$ cat config.mk
export PLATFORM = sky130hd
export DESIGN_NAME = rca_sum_accumulator
export DESIGN_NICKNAME = d
export VERILOG_FILES = /design/src/rtl/rca_pkg.sv /design/src/rtl/rca_sat_add.sv /design/src/rtl/rca_sum_accumulator.sv
export SDC_FILE = /design/constraint.sdc
export NUM_CORES = 1
export LEC_CHECK = 0
export BUFFER_PORTS_ARGS = -buffer_cell sky130_fd_sc_hd__buf_2
export CORE_ASPECT_RATIO = 0.8
export CORE_MARGIN = 1.5
export CORE_UTILIZATION = 49
export DETAILED_ROUTE_END_ITERATION = 7
export GPL_TIMING_DRIVEN = 0
export PLACE_DENSITY = 0.76
export RECOVER_POWER = 25
export SLEW_MARGIN = 10
export SYNTH_ARGS = -nofsm -noshare
export SYNTH_HDL_FRONTEND = slang
export SYNTH_SLANG_ARGS = --single-unit
$ cat constraint.sdc
create_clock -name clk -period 2.1 [get_ports clk]
set_input_delay 0.42 -clock clk [delete_from_list [all_inputs] [get_ports clk]]
set_output_delay 0.42 -clock clk [all_outputs]
set_load 0.005 [all_outputs]
$ cat src/rtl/rca_pkg.sv
// Shared definitions for the ripple-carry adder result accumulator.
package rca_pkg;

    localparam int SUM_W = 5;

    typedef enum logic [1:0] {
        IDLE,
        ACCUM,
        FULL
    } acc_state_t;

endpackage

$ cat src/rtl/rca_sat_add.sv
// Accumulator adder: acc + zero-extended sum, reports the carry out of ACC_W bits.
// RCA_ACC_SAT_EN clamps the result to all-ones on carry; otherwise it wraps.
module rca_sat_add
    import rca_pkg::*;
#(
    parameter int ACC_W = 8
) (
    input  logic [ACC_W-1:0] acc,
    input  logic [SUM_W-1:0] sum,
    output logic [ACC_W-1:0] acc_next,
    output logic             carry
);

    logic [ACC_W:0] wide;

    assign wide  = {1'b0, acc} + {{(ACC_W + 1 - SUM_W){1'b0}}, sum};
    assign carry = wide[ACC_W];

`ifdef RCA_ACC_SAT_EN
    // Once clamped, any further non-zero sum carries again, so the clamp holds.
    assign acc_next = carry ? '1 : wide[ACC_W-1:0];
`else
    assign acc_next = wide[ACC_W-1:0];
`endif

endmodule

$ cat src/rtl/rca_sum_accumulator.sv
// Sums BATCH adder results and offers each total on a valid/ready port.
// Overflow behaviour selected by RCA_ACC_SAT_EN (see rca_sat_add).
module rca_sum_accumulator
    import rca_pkg::*;
#(
    parameter int ACC_W = 8,
    parameter int BATCH = 8,
    localparam int CNT_W = $clog2(BATCH + 1)
) (
    input  logic             clk,
    input  logic             reset,
    input  logic             in_valid,
    input  logic [SUM_W-1:0] in_sum,
    output logic             in_ready,
    output logic             out_valid,
    input  logic             out_ready,
    output logic [ACC_W-1:0] out_total,
    output logic             out_ovf,
    output logic [CNT_W-1:0] count
);

    acc_state_t       state;
    logic [ACC_W-1:0] acc;
    logic [ACC_W-1:0] acc_next;
    logic             carry;
    logic             ovf;

    rca_sat_add #(
        .ACC_W(ACC_W)
    ) u_add (
        .acc     (acc),
        .sum     (in_sum),
        .acc_next(acc_next),
        .carry   (carry)
    );

    always_ff @(posedge clk) begin
        if (reset) begin
            state     <= IDLE;
            acc       <= '0;
            count     <= '0;
            ovf       <= 1'b0;
            out_valid <= 1'b0;
        end else begin
            case (state)
                IDLE, ACCUM: begin
                    if (in_valid) begin
                        acc   <= acc_next;
                        ovf   <= ovf | carry;
                        count <= count + CNT_W'(1);
                        if (count == CNT_W'(BATCH - 1)) begin
                            state     <= FULL;
                            out_valid <= 1'b1;
                        end else begin
                            state <= ACCUM;
                        end
                    end
                end
                FULL: begin
                    if (out_ready) begin
                        state     <= IDLE;
                        acc       <= '0;
                        count     <= '0;
                        ovf       <= 1'b0;
                        out_valid <= 1'b0;
                    end
                end
                default: begin
                    state     <= IDLE;
                    acc       <= '0;
                    count     <= '0;
                    ovf       <= 1'b0;
                    out_valid <= 1'b0;
                end
            endcase
        end
    end

    // The running accumulator doubles as the output register; it is only meaningful in FULL.
    assign out_total = acc;
    assign out_ovf   = ovf;
    assign in_ready  = (state != FULL);

endmodule

==> impl_metrics.py <==
metrics = {
    "status": {
        "outcome": "complete, no violations",
    },
    "sta": {
        "worstMarginPinSlew_ps": 465.2,
        "period_share_pct": 91.27,
        "setup_viol_count_final": 0,
        "finalMaxSlewViolations": 0,
        "rsz0062_at_grt": "no",
        "slew_headroom_pct": 68.66,
        "post-route-min-period_ps": 1917,
        "hold_viol_final": 0,
        "fin_tns_setup_ps": 0,
        "max_freq_mhz": 521.7,
        "finClkSkew_ps": 6.912,
    },
    "synth": {
        "synth-xor-area-share_pct": 3.130,
        "ys_seq_area_share_pct": 38.15,
        "synth_cells": 96,
        "synth_fa_ha_area_share_pct": 11.33,
        "yosys.cell_types.count": 34,
        "syn-cell-area_um2": 839.6,
        "yosysWarnings": 0,
        "synth.ff_latch_count": 16,
        "synth_ff_type": "dfxtp_1",
        "syn_avg_cell_area_um2": 8.745,
        "postSynth.asyncResetShare_pct": 0,
        "synth_edf_count": 0,
        "synth-simple-area-share_pct": 20.42,
        "synth-compound-area-share_pct": 26.08,
        "synthMuxAreaShare_pct": 0,
        "syn_nets": 112,
        "synth_top_family_by_area": "compound AO/OA/AOI/OAI gates",
    },
    "pwr": {
        "power_density_nw_per_um2": 650.8,
        "peakVddDrop_uv": 374.8,
        "p_leak_uw": 0.0004446,
    },
    "placement": {
        "gp_congestion": 0.7785,
        "io_buffers": 23,
        "placed_cells": 141,
        "place_hpwl_um": 1369,
    },
    "floorplan": {
        "dieArea_um2": 1972,
        "num_rows": 13,
        "io_pins": 24,
        "die_w_um": 49.28,
        "initial_core_util_pct": 52.14,
        "core-area_um2": 1610,
        "die_h_um": 40.02,
    },
    "worst_setup_path": {
        "slowest_stage": "fa_1",
        "critPathKind": "reg -> reg",
        "crit_required_ps": 2310,
        "r2r-end": "out_total[6]",
        "path_delay_family": "compound AO/OA/AOI/OAI gates",
        "arrival_ps": 2130,
        "path_max_fanout": 3,
        "path_buf_inv": 0,
        "rr_startpoint": "out_total[0]",
        "slowest_delay_ps": 440,
        "worstSetupEndpointType": "flip-flop",
        "critPathLaunchType": "flip-flop",
        "reg2reg_slack_ps": 180,
        "ff2ff_path_depth": 6,
        "path_cells": "ha_1, fa_1, a211oi_1, o21bai_1, a31o_2, a21oi_1",
    },
    "routing": {
        "drc": 0,
        "wl_per_cell_um": 12.16,
        "drt_first_pass_iters": 4,
        "via_per_inst": 5.483,
        "antenna_left": 0,
        "drt-initial-drc-count": 16,
        "drt_wl_total_um": 1763,
        "vias": 795,
    },
    "min_path": {
        "hold_class": "in -> reg",
        "holdCritStartpoint": "out_ready",
        "min_path_cells": 3,
        "hold_end": "state[1]",
    },
    "clocking": {
        "cts_resized": 0,
        "cts_max_level": 1,
        "cts_tree": "built",
        "post_cts_hold_buffer_count": 0,
        "clockBufferDepth": 2,
        "cts_setup_buffers": 0,
        "cts-root-buf": "clkbuf_4",
        "clock_latency_ps": 280,
        "numCtsBuffers": 3,
        "cts.reportedPaths.clkPinSlew_ps": 90,
        "clock_sinks": 16,
    },
    "global_routing": {
        "grt_overflow_total": 0,
        "grt_first_pass_wirelength_um": 2987,
        "grt_pass1_vias": 692,
        "grt_usage_pct": 20.71,
        "antenna_found_initial": 0,
        "grt_max_degree": 11,
    },
    "cells_and_area": {
        "seq_area_um2": 320.3,
        "fill_cells": 150,
        "drive_gt1_share_pct": 25.20,
        "stdcell_count": 145,
        "syn_to_final_growth_pct": 21.16,
        "multi_input_area_um2": 511.7,
        "layout_commonest_cell": "buf_2",
        "final_nets": 140,
        "antennaDiodeCount": 0,
        "layout_common_cells": "buf_2, dfxtp_1, nor2_1",
    },
    "run": {
        "drv_cap": 0,
    },
}
-- Yosys cell counts (all sizes together) (2+ instances only) --
library cell / count / area share, %
o2bb2ai: 2 / 2.1
ha: 6 / 8.9
xnor2: 2 / 2.1
nor2: 13 / 6.1
a211oi: 4 / 3.6
nand2: 7 / 3.1
o21ai: 7 / 4.2
a21o: 2 / 1.8
a21oi: 11 / 6.6
nand2b: 2 / 1.5
o21a: 2 / 1.9
dfxtp: 16 / 38
nand3b: 3 / 2.7
-- metrics by stage --
step                      total power (uW)  hold slack [ps]  setup slack (ps)  cell area, um2  util (%)
after detailed placement             469.4            450.7             18.52           982.2     60.99
after global routing                 702.3            418.9             67.56            1017     63.17
after floorplan                      424.7            452.7             260.6           839.6         -
final                                662.0            419.3             183.2            1017     63.17
after CTS                            667.9            410.9             187.4            1018     63.25
after global placement               464.4            445.6             25.26           982.2     60.99
-- power by group --
part	switching [uW]	leakage, uW	internal [uW]
combinational	71.0	0.000293	57.9
sequential	14.9	0.000131	319
clock	93.5	0.0000210	105
total	179	0.000445	483
-- layer usage --
layer  vias up  GRT usage, %  share of wire (%)
met1       361         25.06                 51
met4         0         7.857               0.74
li1        411             -                  -
met3         2         7.836                5.0
met2        21         34.46                 43
met5         -             0                  0
-- worst max path at each step --
stage	from	endpoint	slack, ps	depth (start not counted)
after floorplan	in_sum[0]	out_total[6]	260	6
after global placement	in_sum[0]	out_total[6]	30	7
after detailed placement	in_sum[0]	out_total[6]	20	7
after CTS	out_total[0]	out_total[6]	190	6
after global routing	out_total[0]	out_total[6]	70	6
final	out_total[0]	out_total[6]	180	6
-- layout make-up --
| type | count | share of cell area [%] |
|---|---|---|
| timing repair buffer | 23 | 11.19 |
| tap | 22 | 2.706 |
| buffer | 1 | 0.3690 |
| inverter | 1 | 0.3690 |
| clock buffer | 4 | 3.567 |
| sequential | 16 | 31.49 |
| multi-input combinational | 78 | 50.31 |
-- worst reg2reg max path, stage by stage (launching register included) --
cell and delay (ps):
dfxtp_1 330, ha_1 220, fa_1 440, a211oi_1 310, o21bai_1 170, a31o_2 260
a21oi_1 110
-- registers in the layout, summed over array words and instances (netlist names) --
register / count
out_valid: 1
count: 4
state: 2
out_ovf: 1
out_total: 8
-- cells by family after synthesis --
kind of cell               count (synthesis)
AOI/OAI and AO/OA                         34
xor gates and xnor gates                   3
adders and majority gates                  7
buffers and inverters                      2
DFF                                       16
and+or+nand+nor                           34
(Power assumes the default switching activity.)
